==> config.mk <==
export PLATFORM = sky130hd
export DESIGN_NAME = i2c_slave
export DESIGN_NICKNAME = d
export VERILOG_FILES = /design/src/rtl/i2c_slave.sv
export SDC_FILE = /design/constraint.sdc
export NUM_CORES = 1
export LEC_CHECK = 0
export ABC_AREA = 1
export CAP_MARGIN = 10
export CORE_MARGIN = 2
export CORE_UTILIZATION = 50
export CTS_CLUSTER_DIAMETER = 80
export DETAILED_ROUTE_END_ITERATION = 10
export GPL_ROUTABILITY_DRIVEN = 0
export PLACE_DENSITY_LB_ADDON = 0.3
export REMOVE_ABC_BUFFERS = 1
export SLEW_MARGIN = 20
export SYNTH_ARGS = -nofsm -noshare
export SYNTH_HDL_FRONTEND = slang
export SYNTH_SLANG_ARGS = --single-unit
export TNS_END_PERCENT = 5
==> constraint.sdc <==
create_clock -name clk -period 1.5 [get_ports clk]
set_input_delay 0.15 -clock clk [delete_from_list [all_inputs] [get_ports clk]]
set_output_delay 0.15 -clock clk [all_outputs]
set_load 0.02 [all_outputs]
==> src/rtl/i2c_slave.sv <==
`default_nettype none
// ============================================================================
// Module   : i2c_slave
// Purpose  : I2C target. Samples SCL/SDA with the system clock, detects
//            START/STOP, matches a 7-bit address, pushes received bytes into
//            an RX FIFO and shifts TX FIFO bytes out on reads. Open-drain SDA
//            drive (0 = pull low, 1 = release); no clock stretching.
// Ports    : clk, rst (async, active-low)
//            scl_i, sda_i      - asynchronous bus lines
//            sda_o             - SDA drive
//            tx_data/tx_valid  - TX FIFO head / not empty; tx_rd pops
//            rx_data/rx_wr     - received byte / one-clk push; rx_full input
//            busy, rw          - transfer in progress / R/W of matched address
// Revision : 1.0 - initial release
// ============================================================================
module i2c_slave #(
    parameter logic [6:0] SLV_ADDR = 7'h50
) (
    input  logic       clk,
    input  logic       rst,
    input  logic       scl_i,
    input  logic       sda_i,
    output logic       sda_o,
    input  logic [7:0] tx_data,
    input  logic       tx_valid,
    output logic       tx_rd,
    output logic [7:0] rx_data,
    output logic       rx_wr,
    input  logic       rx_full,
    output logic       busy,
    output logic       rw
);

    typedef enum logic [2:0] {
        S_IDLE     = 3'd0,
        S_ADDR     = 3'd1,
        S_ADDR_ACK = 3'd2,
        S_RX_DATA  = 3'd3,
        S_RX_ACK   = 3'd4,
        S_TX_DATA  = 3'd5,
        S_TX_ACK   = 3'd6
    } state_t;

    // Synchronisers plus a history stage for edge detection. They reset to
    // the idle-bus level so leaving reset never fakes an edge.
    logic r_scl_s1, r_scl_s2, r_scl_d;
    logic r_sda_s1, r_sda_s2, r_sda_d;

    always_ff @(posedge clk or negedge rst) begin
        if (!rst) begin
            r_scl_s1 <= 1'b1;
            r_scl_s2 <= 1'b1;
            r_scl_d  <= 1'b1;
            r_sda_s1 <= 1'b1;
            r_sda_s2 <= 1'b1;
            r_sda_d  <= 1'b1;
        end else begin
            r_scl_s1 <= scl_i;
            r_scl_s2 <= r_scl_s1;
            r_scl_d  <= r_scl_s2;
            r_sda_s1 <= sda_i;
            r_sda_s2 <= r_sda_s1;
            r_sda_d  <= r_sda_s2;
        end
    end

    logic w_scl_rise, w_scl_fall, w_start, w_stop;
    assign w_scl_rise = r_scl_s2 & ~r_scl_d;
    assign w_scl_fall = ~r_scl_s2 & r_scl_d;
    assign w_start    = ~r_sda_s2 & r_sda_d & r_scl_s2;
    assign w_stop     = r_sda_s2 & ~r_sda_d & r_scl_s2;

    state_t     r_state, w_state;
    logic [2:0] r_bit_cnt, w_bit_cnt;
    logic [7:0] r_shreg, w_shreg;
    logic [7:0] r_txsh, w_txsh;
    logic       r_done, w_done;       // 8th bit of the byte has been sampled
    logic       r_ack, w_ack;         // master ACK sampled during TX_ACK
    logic       r_sda, w_sda;
    logic       r_rw, w_rw;
    logic       r_busy, w_busy;
    logic [7:0] r_rx_data, w_rx_data;
    logic       r_rx_wr, w_rx_wr;
    logic       r_tx_rd, w_tx_rd;

    logic [2:0] w_cnt_m1;
    logic [7:0] w_tx_byte;
    assign w_cnt_m1  = r_bit_cnt - 3'd1;
    assign w_tx_byte = tx_valid ? tx_data : 8'hFF;

    always_ff @(posedge clk or negedge rst) begin
        if (!rst) begin
            r_state   <= S_IDLE;
            r_bit_cnt <= 3'd7;
            r_shreg   <= 8'h00;
            r_txsh    <= 8'h00;
            r_done    <= 1'b0;
            r_ack     <= 1'b1;
            r_sda     <= 1'b1;
            r_rw      <= 1'b0;
            r_busy    <= 1'b0;
            r_rx_data <= 8'h00;
            r_rx_wr   <= 1'b0;
            r_tx_rd   <= 1'b0;
        end else begin
            r_state   <= w_state;
            r_bit_cnt <= w_bit_cnt;
            r_shreg   <= w_shreg;
            r_txsh    <= w_txsh;
            r_done    <= w_done;
            r_ack     <= w_ack;
            r_sda     <= w_sda;
            r_rw      <= w_rw;
            r_busy    <= w_busy;
            r_rx_data <= w_rx_data;
            r_rx_wr   <= w_rx_wr;
            r_tx_rd   <= w_tx_rd;
        end
    end

    always_comb begin
        w_state   = r_state;
        w_bit_cnt = r_bit_cnt;
        w_shreg   = r_shreg;
        w_txsh    = r_txsh;
        w_done    = r_done;
        w_ack     = r_ack;
        w_sda     = r_sda;
        w_rw      = r_rw;
        w_busy    = r_busy;
        w_rx_data = r_rx_data;
        w_rx_wr   = 1'b0;
        w_tx_rd   = 1'b0;

        // Bus conditions take priority over bit processing in every state.
        if (w_start) begin
            w_state   = S_ADDR;
            w_bit_cnt = 3'd7;
            w_done    = 1'b0;
            w_sda     = 1'b1;
        end else if (w_stop) begin
            w_state = S_IDLE;
            w_sda   = 1'b1;
            w_busy  = 1'b0;
        end else begin
            case (r_state)
                S_IDLE: begin
                    w_sda = 1'b1;
                end
                S_ADDR: begin
                    if (w_scl_rise) begin
                        w_shreg = {r_shreg[6:0], r_sda_s2};
                        if (r_bit_cnt == 3'd0) w_done = 1'b1;
                        else                   w_bit_cnt = w_cnt_m1;
                    end else if (w_scl_fall && r_done) begin
                        w_done = 1'b0;
                        if (r_shreg[7:1] == SLV_ADDR) begin
                            w_rw    = r_shreg[0];
                            w_busy  = 1'b1;
                            w_sda   = 1'b0;
                            w_state = S_ADDR_ACK;
                        end else begin
                            w_busy  = 1'b0;
                            w_state = S_IDLE;
                        end
                    end
                end
                S_ADDR_ACK, S_TX_ACK: begin
                    if (r_state == S_TX_ACK && w_scl_rise) begin
                        w_ack = r_sda_s2;
                    end else if (w_scl_fall) begin
                        if (r_state == S_ADDR_ACK && !r_rw) begin
                            w_sda     = 1'b1;
                            w_bit_cnt = 3'd7;
                            w_done    = 1'b0;
                            w_state   = S_RX_DATA;
                        end else if (r_state == S_TX_ACK && r_ack) begin
                            w_sda   = 1'b1;
                            w_busy  = 1'b0;
                            w_state = S_IDLE;
                        end else begin
                            // Empty FIFO still needs a byte on the wire: 0xFF
                            // leaves SDA released and pops nothing.
                            w_txsh    = w_tx_byte;
                            w_tx_rd   = tx_valid;
                            w_sda     = w_tx_byte[7];
                            w_bit_cnt = 3'd7;
                            w_state   = S_TX_DATA;
                        end
                    end
                end
                S_RX_DATA: begin
                    if (w_scl_rise) begin
                        w_shreg = {r_shreg[6:0], r_sda_s2};
                        if (r_bit_cnt == 3'd0) w_done = 1'b1;
                        else                   w_bit_cnt = w_cnt_m1;
                    end else if (w_scl_fall && r_done) begin
                        w_done = 1'b0;
                        if (!rx_full) begin
                            w_rx_data = r_shreg;
                            w_rx_wr   = 1'b1;
                            w_sda     = 1'b0;
                        end else begin
                            w_sda = 1'b1;
                        end
                        w_state = S_RX_ACK;
                    end
                end
                S_RX_ACK: begin
                    if (w_scl_fall) begin
                        w_sda     = 1'b1;
                        w_bit_cnt = 3'd7;
                        w_done    = 1'b0;
                        w_state   = S_RX_DATA;
                    end
                end
                S_TX_DATA: begin
                    if (w_scl_fall) begin
                        if (r_bit_cnt == 3'd0) begin
                            w_sda   = 1'b1;
                            w_ack   = 1'b1;
                            w_state = S_TX_ACK;
                        end else begin
                            w_bit_cnt = w_cnt_m1;
                            w_sda     = r_txsh[w_cnt_m1];
                        end
                    end
                end
                default: begin
                    w_sda   = 1'b1;
                    w_busy  = 1'b0;
                    w_state = S_IDLE;
                end
            endcase
        end
    end

    assign sda_o   = r_sda;
    assign tx_rd   = r_tx_rd;
    assign rx_data = r_rx_data;
    assign rx_wr   = r_rx_wr;
    assign busy    = r_busy;
    assign rw      = r_rw;

endmodule
`default_nettype wire

==> metrics.cfg, run 1 <==
[grt]
grt_pass1_vias = 1944
grt_overflow_total = 0
grt_max_degree = 44
antenna_found_initial = 0
grt_first_pass_wirelength_um = 8763
grt_usage_pct = 21.11

[synthesis]
syn_area_per_cell_um2 = 7.991
synth_cell_types = 31
yosysWarnings = 0
syn-cell-area_mm2 = 0.002397
yosysTopAreaCell = dfrtp_1
synth_area_leaders = dfrtp_1 33%, nand2_1 15%, dfstp_2 12%
synth.top_cell.area_share_pct = 33.40
synthCells = 300
yosysSeqAreaShare_pct = 45.46
ys_ff_latch = 43

[detailed_routing]
drcViolationCount = 0
wl_per_cell_um = 12.68
wl_um = 5071
drtIter0Drc = 233
ant_nets = 0
avgViaCountPerCell = 5.075
dr.pass1.iters = 4
vias = 2030

[outcome]
outcome = finished, violations left
violations = negative setup slack

[power_and_ir_drop]
powerDensity_mw_per_mm2 = 1058
p_leak_nw = 1.423
ir_worst_vdd_mv = 0.7057
power.total_mw = 3.149

[layout]
final_util_pct = 63.84
syn_to_final_growth_pct = 24.11
antennaDiodeCount = 0
nets = 361
drive_above_1_share_pct = 25.43
fin_area_mm2 = 0.002975

[timing]
max_freq_mhz = 642.2
worst_clock_skew_ps = 6.946
finalSetupViolCount = 17
finalHoldViolCount = 0
final.min_clock_period_ps = 1557
worst_pin_slew_ps = 529.1
slew_violations = 0
rsz0062_at_grt = true
tns_ps = -672.6
relSlewSlack_pct = 64.73
setup_ws_ps = -57.04
min_period_over_period_pct = 103.8

[placement]
dp_slack_ps = -23.32
dpl_cell_area_mm2 = 0.002789
port_buffers = 26
post-dp-hpwl_um = 3472

[die]
die_w_um = 73.25
die-area_mm2 = 0.005365
core.rowCount = 25
num_io_pins = 27
start_util_pct = 51.44
coreArea_mm2 = 0.004661
die_h_um = 73.25

[clock_network]
cts_buffers = 5
path_clk_slew_ps = 90
cts_tree = yes
cts_root_buf = clkbuf_8
cts.htree.levels = 2
clkLatencyLatePin_ps = 300
clockBufferDepth = 2
cts.sinks = 43

[worst_setup_path]
worst_path_largest_cell_delay_ps = 670
critical_path_arrival_ps = 1760
timing.rr.start = r_scl_s2
critPathRequiredTime_ps = 1700
crit_fanout = 16
slowest_stage = dfstp_2
crit_path_start = r_scl_s2
critPathTopFamily = flip-flops
crit_buf_inv = 1
crit_type = flip-flop to flip-flop
critPathLaunchType = flip-flop
path_common_cell = nand2_2
crit_chain = nand2_2 -> clkinv_2 -> nand2_2 -> nor2_4 -> nand2_4 -> nand2_1 -> o21ai_2
crit_path_end_kind = flip-flop

[hold_path]
hp-start = sda_i
hold_path_class = input port to flip-flop

[job]
drv_cap = 0

[registers in the layout, summed over array words and instances, names as in the netlist, 3 cells and up]
name / count
r_state: 3
r_shreg: 8
r_bit_cnt: 3
r_txsh: 8
rx_data: 8
[logic make-up (layout without fill, tap and decap cells)]
group,after synthesis,after routing,share of synthesized area (%)
AOI/OAI and AO/OA,39,39,9.864
adders and majority gates,2,2,1.044
buffers and inverters,36,82,6.524
DFF,43,43,45.46
and+or+nand+nor,180,180,37.11
[synth_stat cells]
master / number
a21oi_1: 3
ha_1: 2
nand4_4: 1
inv_4: 1
nand2_1: 96
o21ai_2: 8
nand2_2: 8
a21boi_0: 2
a21oi_2: 1
inv_2: 2
nand4_1: 4
nor2_8: 1
o21ai_1: 3
nor2_2: 3
o31ai_1: 1
buf_2: 2
buf_6: 1
nor2_4: 6
nand3_1: 23
nor2_1: 29
buf_4: 2
dfstp_2: 11
dfrtp_1: 32
nand2_4: 2
o21ai_0: 21
clkinv_1: 1
clkinv_2: 1
nand3_4: 2
nand3_2: 3
nand3b_1: 2
inv_1: 26
[cell usage in the layout (no fill, tap or decap), types with 2 or more instances in the layout]
cell type,instances
nand2_1,91
dfrtp_1,31
inv_1,26
nor2_1,25
clkdlybuf4s50_1,24
nand3_1,22
o21ai_0,20
buf_4,15
nand2_2,11
dfstp_2,11
nor2_4,8
o21ai_2,8
nor2_2,5
clkbuf_8,5
nand2_4,4
nand3_2,4
o21ai_1,4
nand4_1,4
a21oi_1,3
inv_2,2
nand3_4,2
a21boi_0,2
nand3b_1,2
inv_6,2
[power breakdown]
part           leakage (nW)  switching (mW)  total, mW  internal [mW]
clock network        0.0491           0.454      0.797          0.343
logic                 0.857           0.585      0.973          0.388
registers             0.517          0.0753       1.38           1.30
[worst paths after layout]
kind | slack, ps | depth (start not counted) | endpoint
min | 240 | 1 | r_sda_s1
min reg2reg | 360 | 0 | r_scl_s2
min in group asynchronous | 440 | 3 | r_state[1]
max in group asynchronous | 680 | 3 | r_sda_s2
max | -60 | 7 | r_shreg[3]
max reg2reg | -60 | 7 | r_shreg[3]
[metal layers]
metal | share of wire, % | vias to the layer above | global-route usage [%]
met3 | 4.1 | 8 | 4.144
met4 | 1.2 | 0 | 7.202
li1 | - | 1049 | -
met1 | 49 | 921 | 30.28
met5 | 0 | - | 0
met2 | 45 | 52 | 31.83
[through the flow]
step	hold slack (ps)	std cells
after floorplan	-145.6	295
after global placement	252.7	389
after detailed placement	256.6	389
after CTS	238.5	398
after global routing	245.4	400
final	242.3	400
[cell type report]
cell class / count / area [um^2]
Clock buffer: 5 / 68.82
Tap cell: 54 / 67.56
Multi-Input combinational cell: 221 / 1214
Inverter: 31 / 120.1
Fill cell: 403 / 1685
Timing Repair Buffer: 43 / 387.9
Sequential cell: 43 / 1091
Clock inverter: 3 / 26.28
[what timing repair did]
| item | 4_1_cts | 5_1_grt |
|---|---|---|
| pin swaps | 1 | 6 |
| endpoints found under the setup margin | 13 | 34 |
| endpoints found under the hold margin | 32 | 0 |
| buffers inserted | 0 | 2 |
| gates resized for setup | 3 | 17 |
| hold buffers | 1 | 0 |
(Power assumes the default switching activity.)
==> run 2: changes to the inputs <==
CAP_MARGIN = 25   (was 10)
==> results of run 2 <==
Final layout, timing and power as in run 1 (identical DEF).
